--- src/rtl/uart_rx_if.sv ---
// Serial receive bundle: oversampling strobe and line in, byte and status out.
interface uart_rx_if;
   logic       baud_tick;
   logic       rx;
   logic [7:0] rx_data;
   logic       rx_done;
   logic       rx_busy;
   logic       rx_frame_err;

   // The side that owns the line and the tick generator.
   modport master (
      output baud_tick,
      output rx,
      input  rx_data,
      input  rx_done,
      input  rx_busy,
      input  rx_frame_err
   );

   // The receiver itself.
   modport slave (
      input  baud_tick,
      input  rx,
      output rx_data,
      output rx_done,
      output rx_busy,
      output rx_frame_err
   );
endinterface

--- src/rtl/uart_rx.sv ---
// 8-N-1 UART receiver driven by an OVS-times-baud tick strobe.
// The start bit is re-checked at mid-bit, each data bit is sampled at
// mid-bit, and the frame is closed at mid-stop-bit so a following frame
// may start with no idle gap.
module uart_rx #(
   parameter int OVS = 8
) (
   input  logic clk,
   input  logic reset,
   uart_rx_if.slave bus
);

   localparam int CW = $clog2(OVS);
   localparam logic [CW-1:0] HALF_LAST = CW'(OVS / 2 - 1);
   localparam logic [CW-1:0] FULL_LAST = CW'(OVS - 1);

   typedef enum logic [1:0] {
      IDLE,
      START,
      DATA,
      STOP
   } state_t;

   logic [1:0]    sync_reg;
   logic          rx_s;

   state_t        state_reg, state_next;
   logic [CW-1:0] tick_cnt_reg, tick_cnt_next;
   logic [2:0]    bit_idx_reg, bit_idx_next;
   logic [7:0]    sh_reg, sh_next;
   logic          armed_reg, armed_next;
   logic [7:0]    rx_data_reg, rx_data_next;
   logic          rx_done_reg, rx_done_next;
   logic          rx_busy_reg, rx_busy_next;
   logic          rx_frame_err_reg, rx_frame_err_next;

   // Two-stage synchronizer; both stages reset to the idle (high) level
   // so a reset never looks like a falling edge.
   always_ff @(posedge clk) begin
      if (reset) begin
         sync_reg <= 2'b11;
      end else begin
         sync_reg <= {sync_reg[0], bus.rx};
      end
   end

   assign rx_s = sync_reg[1];

   // State and output registers.
   always_ff @(posedge clk) begin
      if (reset) begin
         state_reg        <= IDLE;
         tick_cnt_reg     <= '0;
         bit_idx_reg      <= '0;
         sh_reg           <= '0;
         armed_reg        <= 1'b1;
         rx_data_reg      <= 8'h00;
         rx_done_reg      <= 1'b0;
         rx_busy_reg      <= 1'b0;
         rx_frame_err_reg <= 1'b0;
      end else begin
         state_reg        <= state_next;
         tick_cnt_reg     <= tick_cnt_next;
         bit_idx_reg      <= bit_idx_next;
         sh_reg           <= sh_next;
         armed_reg        <= armed_next;
         rx_data_reg      <= rx_data_next;
         rx_done_reg      <= rx_done_next;
         rx_busy_reg      <= rx_busy_next;
         rx_frame_err_reg <= rx_frame_err_next;
      end
   end

   // Next-state logic: everything advances only on a tick; the two status
   // pulses fall back to zero on every clk so they last exactly one cycle.
   always_comb begin
      state_next        = state_reg;
      tick_cnt_next     = tick_cnt_reg;
      bit_idx_next      = bit_idx_reg;
      sh_next           = sh_reg;
      armed_next        = armed_reg;
      rx_data_next      = rx_data_reg;
      rx_busy_next      = rx_busy_reg;
      rx_done_next      = 1'b0;
      rx_frame_err_next = 1'b0;

      if (bus.baud_tick) begin
         case (state_reg)
            IDLE: begin
               // After a framing error the line must be seen high once
               // before a new start is accepted, so a break reports once.
               if (rx_s) begin
                  armed_next = 1'b1;
               end else if (armed_reg) begin
                  state_next    = START;
                  tick_cnt_next = '0;
                  rx_busy_next  = 1'b1;
               end
            end

            START: begin
               if (tick_cnt_reg == HALF_LAST) begin
                  if (!rx_s) begin
                     state_next    = DATA;
                     tick_cnt_next = '0;
                     bit_idx_next  = '0;
                  end else begin
                     // Glitch shorter than half a bit: abandon quietly.
                     state_next   = IDLE;
                     rx_busy_next = 1'b0;
                  end
               end else begin
                  tick_cnt_next = tick_cnt_reg + 1'b1;
               end
            end

            DATA: begin
               if (tick_cnt_reg == FULL_LAST) begin
                  sh_next       = {rx_s, sh_reg[7:1]};
                  tick_cnt_next = '0;
                  if (bit_idx_reg == 3'd7) begin
                     state_next = STOP;
                  end else begin
                     bit_idx_next = bit_idx_reg + 1'b1;
                  end
               end else begin
                  tick_cnt_next = tick_cnt_reg + 1'b1;
               end
            end

            STOP: begin
               if (tick_cnt_reg == FULL_LAST) begin
                  state_next    = IDLE;
                  tick_cnt_next = '0;
                  rx_busy_next  = 1'b0;
                  if (rx_s) begin
                     rx_data_next = sh_reg;
                     rx_done_next = 1'b1;
                  end else begin
                     rx_frame_err_next = 1'b1;
                     armed_next        = 1'b0;
                  end
               end else begin
                  tick_cnt_next = tick_cnt_reg + 1'b1;
               end
            end

            default: begin
               state_next = IDLE;
            end
         endcase
      end
   end

   assign bus.rx_data      = rx_data_reg;
   assign bus.rx_done      = rx_done_reg;
   assign bus.rx_busy      = rx_busy_reg;
   assign bus.rx_frame_err = rx_frame_err_reg;

endmodule
--- src/flat_wrapper.sv ---
// flat-port wrapper written by rule: the top's interface ports become plain ports
module uart_rx_flat 
#(
   parameter int OVS = 8
)
  (clk, reset, bus_baud_tick, bus_rx, bus_rx_data, bus_rx_done, bus_rx_busy, bus_rx_frame_err);
  uart_rx_if bus_i ();
  input  logic clk;
  input  logic reset;
  input wire logic [$bits(bus_i.baud_tick)-1:0] bus_baud_tick;
  input wire logic [$bits(bus_i.rx)-1:0] bus_rx;
  output wire logic [$bits(bus_i.rx_data)-1:0] bus_rx_data;
  output wire logic [$bits(bus_i.rx_done)-1:0] bus_rx_done;
  output wire logic [$bits(bus_i.rx_busy)-1:0] bus_rx_busy;
  output wire logic [$bits(bus_i.rx_frame_err)-1:0] bus_rx_frame_err;
  assign bus_i.baud_tick = bus_baud_tick;
  assign bus_i.rx = bus_rx;
  assign bus_rx_data = bus_i.rx_data;
  assign bus_rx_done = bus_i.rx_done;
  assign bus_rx_busy = bus_i.rx_busy;
  assign bus_rx_frame_err = bus_i.rx_frame_err;
  uart_rx #(.OVS(OVS)) u_core (.clk(clk), .reset(reset), .bus(bus_i));
endmodule
--- config.mk ---
export PLATFORM = sky130hd
export DESIGN_NAME = uart_rx_flat
export DESIGN_NICKNAME = d
export VERILOG_FILES = /design/src/rtl/uart_rx_if.sv /design/src/rtl/uart_rx.sv /design/src/flat_wrapper.sv
export SDC_FILE = /design/constraint.sdc
export NUM_CORES = 1
export LEC_CHECK = 0
export CELL_PAD_IN_SITES_DETAIL_PLACEMENT = 2
export CELL_PAD_IN_SITES_GLOBAL_PLACEMENT = 2
export CORE_ASPECT_RATIO = 1.25
export CORE_UTILIZATION = 36
export DETAILED_ROUTE_END_ITERATION = 12
export GPL_TIMING_DRIVEN = 0
export PLACE_DENSITY = 0.91
export RECOVER_POWER = 50
export REMOVE_ABC_BUFFERS = 1
export SETUP_SLACK_MARGIN = 0.2
export SYNTH_ARGS = -nofsm -noshare
export SYNTH_HDL_FRONTEND = slang
export SYNTH_SLANG_ARGS = --single-unit
--- constraint.sdc ---
create_clock -name clk -period 2.9 [get_ports clk]
set_input_delay 0.58 -clock clk [delete_from_list [all_inputs] [get_ports clk]]
set_output_delay 0.58 -clock clk [all_outputs]
set_load 0.01 [all_outputs]
## Word level (Yosys, flattened, before mapping)

Index checks and enable logic that the tools add are counted.

- Add/subtract/negate cells: 2
- Equal/unequal tests: 18
- Muxes and demuxes: 30
- Bitwise operators: 3
- Reductions and logical operators: 13

Operators by type and width:

| operator | count |
|---|---|
| 2-to-1 mux 3 bit | 8 |
| 2-to-1 mux 2 bit | 7 |
| != test 2 x 1 -> 1 bit (second input constant) | 7 |
| AND reduction 7 bit | 2 |
| 2-to-1 mux 1 bit | 10 |
| case mux 3 bit (3 select lines) | 1 |
| != test 2 bit (second input constant) | 4 |
| case mux 2 bit (4 select lines) | 1 |
| AND reduction 4 bit | 2 |
| adder 3 x 1 -> 3 bit (second input constant) | 2 |
| == test 3 bit (second input constant) | 2 |
| case mux 3 bit (2 select lines) | 1 |
| AND reduction 6 bit | 1 |
| AND reduction 5 bit | 1 |
| == test 2 bit (second input constant) | 2 |
| nonzero test 2 bit | 2 |
| OR reduction 4 bit | 1 |
| == test 3 x 2 -> 1 bit (second input constant) | 1 |
| != test 3 bit (second input constant) | 1 |
| NOT 1 bit | 3 |
| case mux 1 bit (3 select lines) | 1 |
| AND reduction 3 bit | 1 |
| nonzero test 3 bit | 1 |
| == test 2 x 1 -> 1 bit (second input constant) | 1 |
| 3 further kinds | 3 |

- Register bits: 30
- Input port bits: 4
- Output and inout port bits: 11

## Depth between registers and ports, before layout

Gate-level depths: netlist of the first run.

- Depth after elaboration: 4
- Mapped depth: 6
- Gate-level depth less buffers: 6

## Worst setup path after synthesis of the first run

OpenSTA, ideal clock, no wires.

- Kind: reg2reg
- Start: register u_core.tick_cnt_reg[0]
- End: register u_core.bit_idx_reg[0]
- Arrival: 1.535 ns
- Setup slack: 1.293 ns
- Cell stages (with the launch flop): 6
- Cells stage by stage: dfxtp_1 ha_1 ha_1 nand4b_2 o22ai_1 mux2i_1

- Cells in the longest elaborated chain, start to end: 3
- Elaborated cells on any way between the ends: 5
- Classes of those cells: 4 x eq/ne; 1 x reduce/logical

RTL lines:

| item | RTL line | text |
|---|---|---|
| start, declared | uart_rx.sv:28 | `logic [CW-1:0] tick_cnt_reg, tick_cnt_next;` |
| start signal, assigned | uart_rx.sv:63 | `tick_cnt_reg <= tick_cnt_next;` |
| == test 3 bit or == test 3 x 2 -> 1 bit (tied branches) | uart_rx.sv:118, uart_rx.sv:102 |  |
| != test 2 x 1 -> 1 bit (no source line) | - |  |
| AND reduction 6 bit (no source line) * | - |  |
| end signal, assigned | uart_rx.sv:64 | `bit_idx_reg <= bit_idx_next;` |
| end, declared | uart_rx.sv:29 | `logic [2:0] bit_idx_reg, bit_idx_next;` |

Mark *: on every way between the ends. The rest lies on a longest branch, timed or not.
A chain may end at the register's enable or synchronous reset.

## Final worst setup path of the first run

- Start: input port bus_baud_tick
- End: register u_core.bit_idx_reg[1]

- Cells in the longest elaborated chain, start to end: 1

RTL lines:

| item | RTL line | text |
|---|---|---|
| start, declared | flat_wrapper.sv:10 | `input wire logic [$bits(bus_i.baud_tick)-1:0] bus_baud_tick;` |
| AND reduction 6 bit (no source line) | - |  |

No other way between the ends.

==> results of run 1 <==
==> power groups by stage <==
stage | Sequential, mW | Clock, mW | Combinational, mW
final | 0.422 | 0.415 | 0.0313
after global routing | 0.422 | 0.440 | 0.0347
after CTS | 0.422 | 0.426 | 0.0336
after detailed placement | 0.431 | 0 | 0.0332
after global placement | 0.430 | 0 | 0.0310
after floorplan | 0.429 | 0 | 0.0152
==> logic make-up after synthesis <==
logic type,count (synthesis),synth area share
AND/OR/NAND/NOR,62,0.249
AO/OA/AOI/OAI,38,0.171
flip-flops,30,0.429
buffers and inverters,16,0.0527
adder cells (fa/ha/maj),7,0.0626
multiplexers,5,0.0357
==> final cells by class <==
class / instances / share of cell area
multi-input cells: 112 / 0.439
flip-flops and latches: 30 / 0.367
inverters: 5 / 0.0115
clock inverters: 3 / 0.0244
repair buffers: 14 / 0.0856
well taps: 40 / 0.0306
clock buffers: 5 / 0.0420
==> per-layer routing <==
| layer | share of wire | routed length, um | track usage | vias to the layer above |
|---|---|---|---|---|
| met1 | 0.40 | 1400 | 0.199 | 562 |
| li1 | - | - | - | 576 |
| met3 | 0.033 | 114 | 0.0578 | 6 |
| met4 | 0.015 | 51 | 0.0794 | 0 |
| met2 | 0.55 | 1900 | 0.357 | 20 |
| met5 | 0 | 0 | 0 | - |
==> cells in the final DEF, fill, tap and decap left out, drive strengths merged, types with 7 or more instances in the layout <==
| cell | count |
|---|---|
| dfxtp | 30 |
| nand2 | 24 |
| a21oi | 18 |
| dlygate4sd3 | 13 |
| o21ai | 10 |
| nand3 | 9 |
| nand2b | 8 |
| ha | 7 |
==> per-stage QoR <==
| stage | hold slack (ns) | power (mW) | instance area, um^2 | worst slack [ns] |
|---|---|---|---|---|
| floorplan | 0.389 | 0.444 | 1350 | 1.29 |
| global placement | 0.391 | 0.461 | 1540 | 0.436 |
| detailed placement | 0.400 | 0.464 | 1540 | 0.219 |
| CTS | 0.415 | 0.881 | 1640 | 0.529 |
| global route | 0.428 | 0.897 | 1640 | 0.366 |
| finish | 0.411 | 0.868 | 1640 | 0.605 |
==> path summary, 6_finish.rpt <==
check	slack (ns)	endpoint	from
min	0.41	u_core.sync_reg[1]$_SDFF_PP1_	u_core.sync_reg[0]$_SDFF_PP1_
max reg2reg	0.87	u_core.bit_idx_reg[1]$_SDFFE_PP0P_	u_core.tick_cnt_reg[0]$_SDFFE_PP0P_
min reg2reg	0.41	u_core.sync_reg[1]$_SDFF_PP1_	u_core.sync_reg[0]$_SDFF_PP1_
max	0.60	u_core.bit_idx_reg[1]$_SDFFE_PP0P_	bus_baud_tick
==> critical path, stage by stage <==
cell	delay, ns
dlygate4sd3_1	0.87
nand4b_2	0.34
o22ai_1	0.48
mux2i_1	0.24
==> cells in the mapped netlist (2+ instances only) <==
master     n  area, um^2
clkbuf_1   5        18.8
ha_1       7        87.6
or2_2      3        18.8
o21ai_0   10        50.1
nand2_1   24        90.1
mux2i_1    5        50.1
nor2_1     2        7.51
a21oi_1   17        85.1
and4bb_2   2        25.0
dfxtp_1   30         601
nor3b_1    2        15.0
buf_2      4        20.0
nand2b_1   8        50.1
nand4b_1   2        17.5
inv_1      5        18.8
nand3_1    9        45.0
a211oi_1   2        15.0
==> results.sh, run 1 <==
export IMPL_status="finished with violations"
export IMPL_violations="DRC"
export IMPL_ys_flop_type="dfxtp_1"
export IMPL_syn_avg_cell_area_um2=8.86
export IMPL_finalCritPeriodShare=0.791
export IMPL_cts_htree_levels=2
export IMPL_die_x_um=57.8
export IMPL_ys_warnings_count=0
export IMPL_reg2regPathDepth=5
export IMPL_ant_nets=0
export IMPL_min_path_cells=1
export IMPL_port_buffers=14
export IMPL_initial_utilization=0.373
export IMPL_ys_ff_latch=30
export IMPL_hp_class="reg2reg"
export IMPL_ys_async_sr_fraction=0
export IMPL_ys_seq_area_frac=0.429
export IMPL_synth_cell_types=38
export IMPL_rows=25
export IMPL_clock_latency_ns=0.28
export IMPL_place_inst=201
export IMPL_die_h_um=71.7
export IMPL_setup_viol=0
export IMPL_syn_inst=158
export IMPL_cp_end_kind="register"
export IMPL_grt_pass1_wl_um=5980
export IMPL_p_int_mw=0.681
export IMPL_rsz0062_at_grt="false"
export IMPL_regArea_um2=601
export IMPL_cts_inserted_buffers=5
export IMPL_worst_ep_required_time_ns=3.11
export IMPL_max_cap_viol_count=0
export IMPL_mappedNetlistArea_mm2=0.00140
export IMPL_cp_arrival_ns=2.51
export IMPL_cts_clk_slew_worst_paths_ns=0.07
export IMPL_crit_fanout=14
export IMPL_grtUsageTotal=0.193
export IMPL_drt_iter0_drc=23
export IMPL_synth_edf_count=0
export IMPL_startpoint_type="input pin"
export IMPL_die_area_mm2=0.00414
export IMPL_fin_cells=209
export IMPL_cts_hold_buf=0
export IMPL_worstMarginPinSlew_ns=1.11
export IMPL_first_global_vias=1285
export IMPL_grt_overflow_total=0
export IMPL_cts_resized=0
export IMPL_clock_sinks=30
export IMPL_fmax_ghz=0.436
export IMPL_multi_input_area_um2=719
export IMPL_wl_per_cell_um=16.6
export IMPL_utilization=0.436
export IMPL_fin_nets=179
export IMPL_tns_ns=0
export IMPL_antenna_found_initial=0
export IMPL_postCtsSetupBuffers=0
export IMPL_drc=2
export IMPL_num_fill_cells=422
export IMPL_dr_pass1_iters=8
export IMPL_powerDensity_mw_per_mm2=530
export IMPL_cts_tree="yes"
export IMPL_insertedDiodeCount=0
export IMPL_dp_hpwl_um=2440
export IMPL_gp_congestion=0.762
export IMPL_p_leak_nw=0.605
export IMPL_power_switching_mw=0.187
export IMPL_worst_setup_path_type="in2reg"
export IMPL_routed_via_density=5.57
export IMPL_finalMaxSlewViolations=0
export IMPL_swShare=0.215
export IMPL_grt_max_degree=35
export IMPL_num_vias=1164
export IMPL_sequentialPowerShare=0.486
export IMPL_design_core_area_mm2=0.00375
export IMPL_combPwrFrac=0.036
export IMPL_fin_skew_ns=0.00340
export IMPL_cts_root_buf="clkbuf_8"
export IMPL_area_growth_pct=17.0
export IMPL_hold_violations=0
export IMPL_maxSlewHeadroom=0.258
export IMPL_io_pins=15
export IMPL_vdd_ir_drop_max_uv=268
export IMPL_min_period_ns=2.30
export IMPL_p_clk_frac=0.478
export IMPL_drive_gt1_frac=0.0947
export IMPL_routed_wl_um=3470
export IMPL_clockBufferDepth=2
No activity file was read; power rests on OpenSTA's default activity.
==> run 2: changes to the inputs <==
Settings changed: CORE_UTILIZATION 36 to 33, PLACE_DENSITY 0.91 to 0.85.
Clock period 2.9 ns to 2.3 ns, I/O delays scaled along.
==> results.sh, run 2 (synthesis gave the netlist of run 1 again) <==
export IMPL_vdd_ir_drop_max_uv=281
export IMPL_cp_end_kind="register"
export IMPL_maxSlewHeadroom=0.106
export IMPL_mostFrequentLayoutCells="dfxtp_1, nand2_1, a21oi_1, dlygate4sd3_1, o21ai_0"
export IMPL_powerDensity_mw_per_mm2=617
export IMPL_wl_per_cell_um=15.1
export IMPL_p_leak_nw=0.604
export IMPL_status="finished clean"
export IMPL_drt_iter0_drc=11
export IMPL_die_x_um=60.3
export IMPL_setup_ws_ns=0.400
export IMPL_num_fill_cells=467
export IMPL_fin_nets=179
export IMPL_hold_violations=0
export IMPL_finalCritPeriodShare=0.826
export IMPL_rsz0062_at_grt="false"
export IMPL_worst_setup_path_type="reg2reg"
export IMPL_holdPathEnd="u_core.sync_reg[1]$_SDFF_PP1_"
export IMPL_critPathTopFamily="adder cells"
export IMPL_cts_hold_buf=0
export IMPL_final_common_cell="dfxtp_1"
export IMPL_hp_class="reg2reg"
export IMPL_rows=26
export IMPL_reg2regPathDepth=5
export IMPL_tns_ns=0
export IMPL_ant_nets=0
export IMPL_startpoint_type="register"
export IMPL_routed_wl_um=3400
export IMPL_min_period_ns=1.90
export IMPL_grt_overflow_total=0
export IMPL_dp_hpwl_um=2420
export IMPL_clock_sinks=30
export IMPL_cts_htree_levels=2
export IMPL_clockBufferDepth=2
export IMPL_fin_cells=225
export IMPL_setup_viol=0
export IMPL_io_pins=15
export IMPL_regArea_um2=601
export IMPL_initial_utilization=0.344
export IMPL_max_cap_viol_count=0
export IMPL_crit_fanout=9
export IMPL_cts_tree="yes"
export IMPL_first_global_vias=1193
export IMPL_cts_root_buf="clkbuf_8"
export IMPL_min_from="u_core.sync_reg[0]$_SDFF_PP1_"
export IMPL_clock_latency_ns=0.29
export IMPL_num_vias=1158
export IMPL_worst_ep_required_time_ns=2.51
export IMPL_insertedDiodeCount=0
export IMPL_drc=0
export IMPL_cp_num_buf_inv=0
export IMPL_dpl_worst_slack_ns=-0.223
export IMPL_dr_pass1_iters=4
export IMPL_r2r_setup_slack_ns=0.40
export IMPL_min_path_cells=1
export IMPL_multi_input_area_um2=732
export IMPL_postCtsSetupBuffers=0
export IMPL_fin_skew_ns=0.00494
export IMPL_max_stage_delay_ns=0.37
export IMPL_grt_max_degree=35
export IMPL_cts_clk_slew_worst_paths_ns=0.07
export IMPL_cp_depth=5
export IMPL_cts_inserted_buffers=5
export IMPL_area_growth_pct=18.1
export IMPL_gp_congestion=0.738
export IMPL_fmax_ghz=0.526
export IMPL_grtUsageTotal=0.177
export IMPL_grt_pass1_wl_um=5800
export IMPL_worstMarginPinSlew_ns=1.34
export IMPL_worstPathCellList="ha_1 > ha_1 > nand4b_2 > o22ai_2 > mux2i_1"
export IMPL_drive_gt1_frac=0.107
export IMPL_worstReg2RegEnd="u_core.bit_idx_reg[1]$_SDFFE_PP0P_"
export IMPL_cp_slowest_cell="dfxtp_1"
export IMPL_antenna_found_initial=0
export IMPL_routed_via_density=5.15
export IMPL_port_buffers=14
export IMPL_design_core_area_mm2=0.00407
export IMPL_finalMaxSlewViolations=0
export IMPL_reg2reg_from="u_core.tick_cnt_reg[0]$_SDFFE_PP0P_"
export IMPL_place_inst=217
export IMPL_die_h_um=74.8
export IMPL_cp_arrival_ns=2.11
export IMPL_die_area_mm2=0.00451
export IMPL_cpMostUsedCell="ha_1"
[run 2: cell type report]
class,count,area share
timing repair buffer,14,0.0825
tap,56,0.0424
sequential,30,0.363
clock inverter,2,0.00757
clock buffer,6,0.0500
inverter,5,0.0114
multi-input combinational,112,0.443
[run 2: worst reg2reg max path, cell delays in order (launching register included)]
cell and delay (ns):
dfxtp_1 0.37, ha_1 0.24, ha_1 0.31, nand4b_2 0.31
o22ai_2 0.36, mux2i_1 0.24
[run 2: how the worst max path moves through the flow]
stage / start / endpoint / slack (ns)
after global placement: reset / u_core.tick_cnt_reg[1]$_SDFFE_PP0P_ / -0.06
after CTS: bus_baud_tick / u_core.bit_idx_reg[1]$_SDFFE_PP0P_ / 0.21
final: u_core.tick_cnt_reg[0]$_SDFFE_PP0P_ / u_core.bit_idx_reg[1]$_SDFFE_PP0P_ / 0.40
after detailed placement: reset / u_core.tick_cnt_reg[1]$_SDFFE_PP0P_ / -0.22
after global routing: u_core.tick_cnt_reg[0]$_SDFFE_PP0P_ / u_core.bit_idx_reg[1]$_SDFFE_PP0P_ / 0.22
after floorplan: u_core.tick_cnt_reg[0]$_SDFFE_PP0P_ / u_core.bit_idx_reg[0]$_SDFFE_PP0P_ / 0.69
[run 2: routing by layer]
layer,global-route usage,vias to the layer above,part of all wire
li1,-,575,-
met1,0.185,559,0.40
met2,0.330,18,0.55
met3,0.0464,6,0.031
met4,0.0698,0,0.016
met5,0,-,0
[run 2: through the flow]
stage           util  instance area (um^2)  hold slack (ns)  total power [mW]
2_1_floorplan      -                  1350            0.389             0.560
3_3_place_gp   0.382                  1560            0.392             0.582
3_5_place_dp   0.382                  1560            0.411             0.584
4_1_cts        0.406                  1650            0.427              1.04
5_1_grt        0.406                  1650            0.457              1.05
6_report       0.406                  1650            0.418              1.02
[run 2: what timing repair did]
action                                  in CTS  in global routing
gates resized for setup                      1                  2
endpoints found under the setup margin       5                  4
pin swaps                                    0                  0
[run 2: where the power goes]
part / internal, mW / switching [mW]
logic: 0.0169 / 0.0228
registers: 0.523 / 0.00806
clock network: 0.240 / 0.209
==> run 3: changes to the inputs <==
Settings changed: CORE_UTILIZATION 33 to 30, PLACE_DENSITY 0.85 to 0.82.
Clock period 2.3 ns to 1.64 ns, I/O delays scaled along.
==> results.sh, run 3 (synthesis gave the netlist of run 1 again) <==
export IMPL_ant_nets=0
export IMPL_grtUsageMet2=0.388
export IMPL_design_core_area_mm2=0.00446
export IMPL_drc=0
export IMPL_min_path_cells=1
export IMPL_cts_inserted_buffers=5
export IMPL_finalCritPeriodShare=0.957
export IMPL_first_global_vias=1447
export IMPL_status="finished clean"
export IMPL_routed_via_density=5.38
export IMPL_reg2regPathDepth=6
export IMPL_routed_wl_um=4830
export IMPL_power_mw=1.76
export IMPL_post_route_cell_area_mm2=0.00191
export IMPL_die_area_mm2=0.00495
export IMPL_max_cap_viol_count=0
export IMPL_startpoint_type="register"
export IMPL_cts_clk_slew_worst_paths_ns=0.07
export IMPL_clock_latency_ns=0.28
export IMPL_min_from="u_core.sync_reg[0]$_SDFF_PP1_"
export IMPL_area_growth_pct=36.3
export IMPL_clock_sinks=30
export IMPL_crit_fanout=4
export IMPL_hold_violations=0
export IMPL_cts_root_buf="clkbuf_8"
export IMPL_mostFrequentLayoutCells="nand2_1, dfxtp_1, a21oi_1, dlygate4sd2_1, nand3_1"
export IMPL_drive_gt1_frac=0.274
export IMPL_worstPathCellList="ha_4 > ha_1 > nand4_1 > clkbuf_1 > o21ai_1 > a21oi_1"
export IMPL_maxSlewHeadroom=0.525
export IMPL_grt_met1_usage=0.226
export IMPL_cts_tree="yes"
export IMPL_cp_startpoint="u_core.tick_cnt_reg[0]$_SDFFE_PP0P_"
export IMPL_io_pins=15
export IMPL_rsz0062_at_grt="true"
export IMPL_dp_hpwl_um=2590
export IMPL_utilization=0.428
export IMPL_grtUsageTotal=0.205
export IMPL_clockBufferDepth=2
export IMPL_cp_end_kind="register"
export IMPL_fin_skew_ns=0.00951
export IMPL_fmax_ghz=0.637
export IMPL_critPathTopFamily="adder cells"
export IMPL_p_leak_nw=0.685
export IMPL_gp_congestion=0.699
export IMPL_min_period_ns=1.57
export IMPL_worstReg2RegEnd="u_core.bus.rx_data[5]$_SDFFE_PP0P_"
export IMPL_grtUsageMet3=0.0363
export IMPL_worst_setup_path_type="reg2reg"
export IMPL_insertedDiodeCount=0
export IMPL_holdPathEnd="u_core.sync_reg[1]$_SDFF_PP1_"
export IMPL_antenna_found_initial=0
export IMPL_grt_max_degree=35
export IMPL_grt_pass1_wl_um=7680
export IMPL_hp_class="reg2reg"
export IMPL_fin_nets=189
export IMPL_max_stage_delay_ns=0.37
export IMPL_grt_overflow_total=0
export IMPL_vdd_ir_drop_max_uv=343
export IMPL_reg2reg_from="u_core.tick_cnt_reg[0]$_SDFFE_PP0P_"
export IMPL_dpl_worst_slack_ns=-0.713
export IMPL_port_buffers=14
export IMPL_cp_slowest_cell="dfxtp_4"
export IMPL_cts_htree_levels=2
export IMPL_initial_utilization=0.314
export IMPL_drt_iter0_drc=54
export IMPL_whs_ns=0.419
export IMPL_place_inst=219
export IMPL_wl_per_cell_um=20.4
export IMPL_rows=27
export IMPL_num_vias=1276
export IMPL_cp_arrival_ns=1.69
export IMPL_r2r_setup_slack_ns=0.07
export IMPL_setup_viol=0
export IMPL_worst_ep_required_time_ns=1.76
export IMPL_powerDensity_mw_per_mm2=921
export IMPL_finalMaxSlewViolations=0
export IMPL_die_h_um=78.4
export IMPL_fin_cells=237
export IMPL_setup_ws_ns=0.0708
export IMPL_dr_pass1_iters=4
export IMPL_worstMarginPinSlew_ns=0.713
export IMPL_busiest_layer="met2"
export IMPL_placed_area_mm2=0.00156
export IMPL_die_x_um=63.1
export IMPL_tns_ns=0
export IMPL_cp_num_buf_inv=1
## run 3: changes by cell type in the layout (fill, tap and decap cells not counted), moves of 3 or more
| cell | previous run | this run |
|---|---|---|
| buf_4 | 0 | 7 |
| dfxtp_1 | 30 | 24 |
| dfxtp_2 | 0 | 3 |
| dfxtp_4 | 0 | 3 |
| dlygate4sd2_1 | 0 | 10 |
| dlygate4sd3_1 | 11 | 0 |
| ha_1 | 7 | 3 |
| ha_4 | 0 | 4 |
| inv_1 | 5 | 2 |
| o21ai_0 | 10 | 2 |
| o21ai_1 | 0 | 4 |
| o21ai_2 | 0 | 4 |
## run 3: layout make-up
class | instances | area (um^2)
clock buffers | 6 | 82.6
flip-flops and latches | 30 | 616
fillers | 497 | 2550
multi-input cells | 112 | 845
well taps | 58 | 72.6
inverters | 5 | 25.0
clock inverters | 2 | 60.1
repair buffers | 24 | 208
## run 3: metal layers
layer | part of all wire | vias up
met5 | 0 | -
li1 | - | 598
met4 | 0.0091 | 0
met3 | 0.022 | 5
met1 | 0.42 | 656
met2 | 0.54 | 17
## run 3: worst max-delay path by stage
stage / depth (start not counted) / to
floorplan: 5 / u_core.bit_idx_reg[0]$_SDFFE_PP0P_
global placement: 4 / u_core.tick_cnt_reg[1]$_SDFFE_PP0P_
detailed placement: 4 / u_core.bit_idx_reg[0]$_SDFFE_PP0P_
CTS: 6 / u_core.tick_cnt_reg[2]$_SDFFE_PP0P_
global route: 6 / u_core.bus.rx_data[5]$_SDFFE_PP0P_
finish: 6 / u_core.bus.rx_data[5]$_SDFFE_PP0P_
## run 3: power breakdown
| part | total [mW] | internal [mW] | switching (mW) |
|---|---|---|---|
| clock network | 0.940 | 0.648 | 0.292 |
| logic | 0.0701 | 0.0297 | 0.0404 |
| registers | 0.747 | 0.731 | 0.0157 |
## run 3: what timing repair did
item,in CTS,in global routing
setup buffers,6,3
gates resized for setup,50,14
pin swaps,6,7
gates cloned,0,1
hold buffers,0,0
endpoints found under the setup margin,40,23
